`config.mk`:
```
export PLATFORM = sky130hd
export DESIGN_NAME = data_sram_axi_responder
export DESIGN_NICKNAME = d
export VERILOG_FILES = /design/src/rtl/data_sram_axi_responder.sv
export SDC_FILE = /design/constraint.sdc
export NUM_CORES = 1
export LEC_CHECK = 0
export CAP_MARGIN = 30
export CELL_PAD_IN_SITES_DETAIL_PLACEMENT = 0
export CELL_PAD_IN_SITES_GLOBAL_PLACEMENT = 2
export CORE_ASPECT_RATIO = 0.8
export CORE_MARGIN = 5
export CORE_UTILIZATION = 22
export CTS_CLUSTER_DIAMETER = 80
export DETAILED_ROUTE_END_ITERATION = 10
export GPL_ROUTABILITY_DRIVEN = 0
export PLACE_DENSITY = 0.84
export SLEW_MARGIN = 20
export SYNTH_ARGS = -nofsm -noshare
export SYNTH_HDL_FRONTEND = slang
export SYNTH_SLANG_ARGS = --single-unit
```
`constraint.sdc`:
```
create_clock -name clk -period 2.12 [get_ports clk]
set_input_delay 0.318 -clock clk [delete_from_list [all_inputs] [get_ports clk]]
set_output_delay 0.318 -clock clk [all_outputs]
set_load 0.05 [all_outputs]
```
`src/rtl/data_sram_axi_responder.sv`:
```
// Data-side SRAM-like port to single-beat AXI4 responder: one load/store at a time,
// result held in DONE until the whole pipeline advances.
module data_sram_axi_responder #(
  parameter logic [3:0] AXI_ID = 4'd1
) (
  input  logic        clk,
  input  logic        resetn,
  // core memory stage
  input  logic        mem_en,
  input  logic [3:0]  mem_wen,
  input  logic [31:0] mem_addr,
  input  logic [31:0] mem_wdata,
  output logic [31:0] mem_rdata,
  output logic        data_stall,
  input  logic        longest_stall,
  // read address channel
  output logic [3:0]  arid,
  output logic [31:0] araddr,
  output logic [7:0]  arlen,
  output logic [2:0]  arsize,
  output logic [1:0]  arburst,
  output logic        arvalid,
  input  logic        arready,
  // read data channel
  input  logic [31:0] rdata,
  input  logic [1:0]  rresp,
  input  logic        rlast,
  input  logic        rvalid,
  output logic        rready,
  // write address channel
  output logic [3:0]  awid,
  output logic [31:0] awaddr,
  output logic [7:0]  awlen,
  output logic [2:0]  awsize,
  output logic [1:0]  awburst,
  output logic        awvalid,
  input  logic        awready,
  // write data channel
  output logic [31:0] wdata,
  output logic [3:0]  wstrb,
  output logic        wlast,
  output logic        wvalid,
  input  logic        wready,
  // write response channel
  input  logic [1:0]  bresp,
  input  logic        bvalid,
  output logic        bready
);

  typedef enum logic [2:0] {
    StIdle,
    StRdAr,
    StRdR,
    StWrReq,
    StWrB,
    StDone
  } state_e;

  state_e      state_q, state_d;
  logic [31:0] addr_q;
  logic [31:0] wdata_q;
  logic [31:0] rdata_q;
  logic [3:0]  wstrb_q;
  logic [2:0]  size_q;
  logic [2:0]  wsize;
  logic        aw_done_q, aw_done_d;
  logic        w_done_q, w_done_d;
  logic        req_latch;
  logic        aw_fire, w_fire, r_fire;

  // Responses are accepted whatever their status; an error completes like OKAY.
  logic unused_resp;
  assign unused_resp = ^{rresp, rlast, bresp};

  // Transfer size implied by the byte-enable pattern.
  always_comb begin
    wsize = 3'd2;
    case (mem_wen)
      4'b1111:                            wsize = 3'd2;
      4'b0011, 4'b1100:                   wsize = 3'd1;
      4'b0001, 4'b0010, 4'b0100, 4'b1000: wsize = 3'd0;
      default:                            wsize = 3'd2;
    endcase
  end

  assign aw_fire = awvalid & awready;
  assign w_fire  = wvalid & wready;
  assign r_fire  = rready & rvalid;

  always_comb begin
    state_d   = state_q;
    aw_done_d = aw_done_q;
    w_done_d  = w_done_q;
    req_latch = 1'b0;
    case (state_q)
      StIdle: begin
        if (mem_en) begin
          req_latch = 1'b1;
          state_d   = (mem_wen == 4'b0000) ? StRdAr : StWrReq;
        end
      end
      StRdAr: begin
        if (arready) state_d = StRdR;
      end
      StRdR: begin
        if (rvalid) state_d = StDone;
      end
      StWrReq: begin
        // AW and W complete independently, possibly in the same cycle.
        aw_done_d = aw_done_q | aw_fire;
        w_done_d  = w_done_q | w_fire;
        if (aw_done_d && w_done_d) begin
          state_d   = StWrB;
          aw_done_d = 1'b0;
          w_done_d  = 1'b0;
        end
      end
      StWrB: begin
        if (bvalid) state_d = StDone;
      end
      StDone: begin
        // Wait for the whole pipeline to move so the held request is not re-issued.
        if (!longest_stall) state_d = StIdle;
      end
      default: state_d = StIdle;
    endcase
  end

  always_ff @(posedge clk or negedge resetn) begin
    if (!resetn) begin
      state_q   <= StIdle;
      aw_done_q <= 1'b0;
      w_done_q  <= 1'b0;
      addr_q    <= 32'h0;
      wdata_q   <= 32'h0;
      wstrb_q   <= 4'h0;
      size_q    <= 3'd0;
      rdata_q   <= 32'h0;
    end else begin
      state_q   <= state_d;
      aw_done_q <= aw_done_d;
      w_done_q  <= w_done_d;
      if (req_latch) begin
        addr_q  <= mem_addr;
        wdata_q <= mem_wdata;
        wstrb_q <= mem_wen;
        size_q  <= (mem_wen == 4'b0000) ? 3'd2 : wsize;
      end
      if (r_fire) rdata_q <= rdata;
    end
  end

  assign data_stall = ((state_q == StIdle) & mem_en) |
                      ((state_q != StIdle) & (state_q != StDone));
  assign mem_rdata  = rdata_q;

  assign arid    = AXI_ID;
  assign araddr  = addr_q;
  assign arlen   = 8'd0;
  assign arsize  = 3'd2;
  assign arburst = 2'b01;
  assign arvalid = (state_q == StRdAr);
  assign rready  = (state_q == StRdR);

  assign awid    = AXI_ID;
  assign awaddr  = addr_q;
  assign awlen   = 8'd0;
  assign awsize  = size_q;
  assign awburst = 2'b01;
  assign awvalid = (state_q == StWrReq) & ~aw_done_q;

  assign wdata   = wdata_q;
  assign wstrb   = wstrb_q;
  assign wlast   = 1'b1;
  assign wvalid  = (state_q == StWrReq) & ~w_done_q;

  assign bready  = (state_q == StWrB);

endmodule

```
After elaboration in Yosys (flattened, before gate mapping)
Index checks and enable logic that the tools add are counted.
- equality and inequality tests: 18
- multiplexer cells: 14
- bitwise gates (word level): 12
- reductions and logical operators: 7
- operators with widths (kind ; count):
    2-to-1 mux 3 bit ; 7
    one-hot mux 3 bit (6 select lines) ; 1
    inequality test 2 bit (second input constant) ; 5
    == test 4 x 2 -> 1 bit (second input constant) ; 2
    == test 4 bit (second input constant) ; 2
    AND 1 bit ; 7
    == test 3 x 2 -> 1 bit (second input constant) ; 2
    == test 3 bit (second input constant) ; 2
    AND reduction 6 bit ; 1
    == test 4 x 1 -> 1 bit (second input constant) ; 1
    == test 4 x 3 -> 1 bit (second input constant) ; 1
    logical NOT 4 bit ; 1
    2-to-1 mux 1 bit ; 4
    one-hot mux 2 bit (2 select lines) ; 1
    OR reduction 4 bit ; 1
    == test 3 x 1 -> 1 bit (second input constant) ; 1
    logical NOT 3 bit ; 1
    inequality test 3 bit (second input constant) ; 1
    bitwise OR 1 bit ; 3
    nonzero test 3 bit ; 1
    2-to-1 mux 2 bit ; 1
    inequality test 2 x 1 -> 1 bit (second input constant) ; 1
    NOT 1 bit ; 2
    OR reduction 2 bit ; 1
    logical AND 1 bit ; 1
- register bits: 108
- bits of input ports: 114
- output and inout bits: 173
- logic and storage cells: 59

Longest topological paths before layout
- depth after elaboration: 7
- depth in mapped cells: 6
- gate-level depth less buffers: 4

Worst setup path before layout
No wires, ideal clock.
- path type: flip-flop to flip-flop
- start: register state_q[2]
- end: register rdata_q[11] (netlist: mem_rdata[11])
- library setup time: 0.125 ns
- arrival: 2.098 ns
- data required time: 1.995 ns
- path slack: -0.103 ns
- stages on the path, launching flop included: 7
- path buffers: 2
- period minus slack after synthesis: 2.223 ns
- cells stage by stage: dfrtp_1 > nand2b_1 > nor2_1 > and2_1 > buf_2 > buf_6 > mux2_2
- longest elaborated chain between the ends: 2
- ends and longest elaborated chain (item ; line ; RTL):
    from (decl) ; 59 ; state_e state_q, state_d;
    from (signal assigned) ; 131 ; state_q <= StIdle;
    from (signal assigned) ; 140 ; state_q <= state_d;
    == test 3 x 2 -> 1 bit ; 163 ; assign rready = (state_q == StRdR);
    net rready ; 29 ; output logic rready,
    AND 1 bit ; 88 ; assign r_fire = rready & rvalid;
    to (signal assigned) ; 149 ; if (r_fire) rdata_q <= rdata;
    to (decl) ; 62 ; logic [31:0] rdata_q;
The timed path passes the listed nets, and every way through them passes these cells.
A chain may end at the register's enable or synchronous reset.

Worst setup path in the final report
- start: register state_q[0]
- end: output data_stall
- longest elaborated chain between the ends: 3
- elaborated cells between the ends (all ways): 6
- classes of those cells: eq/ne (1); bitwise (3); reduce/logical (2)
- ends and longest elaborated chain (item ; line ; RTL):
    inequality test 3 bit (tied with other cells) ; 154 ; ((state_q != StIdle) & (state_q != StDone));
    AND 1 bit, on equally long branches ; 154, 153 ;
    bitwise OR 1 bit * ; 153 ; assign data_stall = ((state_q == StIdle) & mem_en) |
    to (decl) ; 14 ; output logic data_stall,
Mark *: on every way between the ends. The rest lies on a longest branch, timed or not.

==> impl_metrics.json <==
{
  "synth-seq-cells": 107,
  "hold_path.class": "input port to asynchronous set/reset pin",
  "crit_type": "flop to primary output",
  "cts_tree": "done",
  "track_usage": 0.101,
  "startpoint_type": "flop",
  "rows": 47,
  "hold_viol_final": 8,
  "required_ps": 1800,
  "area_delta_synth_final_pct": 58.7,
  "synthSimpleGateAreaFrac": 0.0342,
  "dieHeight_um": 141,
  "antenna_found_initial": 0,
  "synthMuxAreaShare": 0.247,
  "worst_pin_slew_ps": 662,
  "routed_wl_um": 12600,
  "core_mm2": 0.0208,
  "cts-htree-levels": 3,
  "clk_path_buf_depth": 2,
  "cts-root-buf": "clkbuf_16",
  "initial_core_util": 0.225,
  "synth_top_family_by_area": "multiplexers",
  "synth_fa_ha_area_frac": 0,
  "clock-sinks": 107,
  "port_buffers": 248,
  "ys_warn_count": 0,
  "finClkSkew_ps": 8.44,
  "seq_area_frac_synth": 0.571,
  "vias": 3227,
  "finalMaxSlewViolations": 0,
  "crit_fanout": 12,
  "grt_pass1_vias": 3625,
  "finalCriticalPeriod_ps": 2020,
  "finalCritPeriodShare": 0.951,
  "dr.pass1.iters": 4,
  "final_antenna_net_count": 0,
  "hold_slack_ps": -14.2,
  "endpoint_kind": "primary output",
  "drtIter0Drc": 99,
  "io_pins": 287,
  "routedWlPerCell_um": 15.4,
  "synth_xor_area_frac": 0.00187,
  "vias_per_cell": 3.94,
  "gr-total-overflow": 0,
  "synth-compound-area-share": 0.0176,
  "arrival_ps": 1700,
  "postCtsSetupRepairBufs": 0,
  "maxCapViolCount": 0,
  "final_common_cell": "clkdlybuf4s50_1",
  "ys_types": 27,
  "avgSynthCellArea_um2": 14.1,
  "num_antenna_cells": 0,
  "grt_first_pass_wirelength_um": 19800,
  "slew_headroom": 0.559,
  "rrSetupSlack_ps": 330,
  "hpwl_um": 9650,
  "drc": 0,
  "syn_area_mm2": 0.00469,
  "die_w_um": 173,
  "finalSetupViolCount": 0,
  "hold_buffers": 0,
  "path_clk_slew_ps": 70,
  "fin_tns_setup_ps": 0,
  "drive_gt1_frac": 0.235,
  "status": "finished, violations left",
  "rsz0062_at_grt": "no",
  "violations": "hold timing",
  "timing.critical_path.slowest_cell_delay_ps": 500,
  "clk_latency_ps": 340,
  "synthCells": 332,
  "grt_max_degree": 108,
  "numCtsBuffers": 9,
  "dieArea_mm2": 0.0244,
  "mostFrequentLayoutCells": "clkdlybuf4s50_1 (241), dfrtp_1 (104), mux2_2 (91)",
  "cp_cell_sequence": "nor3_1 -> a21oi_1 -> or2_2 -> buf_4",
  "cp_slowest_cell": "dfrtp_2",
  "final_nets": 661,
  "fmax_ghz": 0.496
}
==> cells in the mapped netlist, drive strengths merged <==
cell	count	share of area
a211oi	1	0.0027
a311oi	1	0.0019
nor3	1	0.0011
nand2b	1	0.0013
mux2	103	0.25
buf	79	0.12
xnor2	1	0.0019
a21oi	4	0.0043
and2	1	0.0013
a31oi	2	0.0027
nor3b	2	0.0043
inv	2	0.0016
or2	2	0.0032
o221ai	1	0.0032
o21ai	1	0.0011
nor4b	3	0.0088
dfrtp	107	0.57
nand3	2	0.0021
nor2	15	0.012
conb	2	0.0016
o2bb2ai	1	0.0019
==> worst max-delay path: cells and delay by family, from the launching register on <==
family	cells	cell delay, ps
compound gates	1	80
buf+inv	1	190
flops	1	500
simple gates	2	590
==> routing by layer <==
metal	vias up	wire, um	GRT usage
met1	1565	4960	0.114
li1	1464	-	-
met5	-	0	0
met2	184	5980	0.170
met3	14	1440	0.0525
met4	0	187	0.0294
==> final cells by class <==
type / instances / area [um^2]
Multi-Input combinational cell: 175 / 1540
Fill cell: 2004 / 13400
Inverter: 2 / 7.51
Tap cell: 269 / 337
Sequential cell: 107 / 2680
Timing Repair Buffer: 252 / 2560
Clock buffer: 10 / 239
Clock inverter: 4 / 76.3
==> path summary, 6_finish.rpt <==
kind / startpoint / endpoint / cells after the start
max in group asynchronous: resetn / state_q[0] / 2
worst max-delay path: state_q[0] / data_stall / 4
worst max register to register: state_q[0] / araddr[3] / 3
worst min register to register: wdata[13] / wdata[13] / 1
min in group clk: wdata[13] / wdata[13] / 1
worst min-delay path: resetn / araddr[11] / 2
==> cell families (layout without fill, tap and decap cells) <==
family,Yosys count,after routing
other,2,33
and+or+nand+nor,27,27
AOI/OAI and AO/OA,11,11
DFF,107,107
muxes,103,103
xor gates and xnor gates,1,1
buffers and inverters,81,268
==> flip-flops by register name, summed over array words and instances, names as in the netlist <==
signal / cells
araddr: 32
aw_done_q: 1
awsize: 2
mem_rdata: 32
state_q: 3
w_done_q: 1
wdata: 32
wstrb: 4
==> timing repair <==
action,CTS,global route
endpoints found under the hold margin,0,0
resized for setup,3,2
endpoints found under the setup margin,2,2
==> metrics by stage <==
stage | cell area (um^2) | hold WS (ps) | utilization | cells | setup WS (ps)
3_5_place_dp | 7120 | 443 | 0.342 | 805 | 105
3_3_place_gp | 7120 | 432 | 0.342 | 805 | 135
6_report | 7440 | -14.2 | 0.357 | 819 | 105
2_1_floorplan | 4810 | 22.4 | - | 363 | 49.9
5_1_grt | 7440 | 94.2 | 0.357 | 819 | 28.0
4_1_cts | 7440 | 60.4 | 0.357 | 819 | 47.9
Power is not shown: default switching activity piles up to over one toggle a cycle in this logic, so the estimate is an artifact.
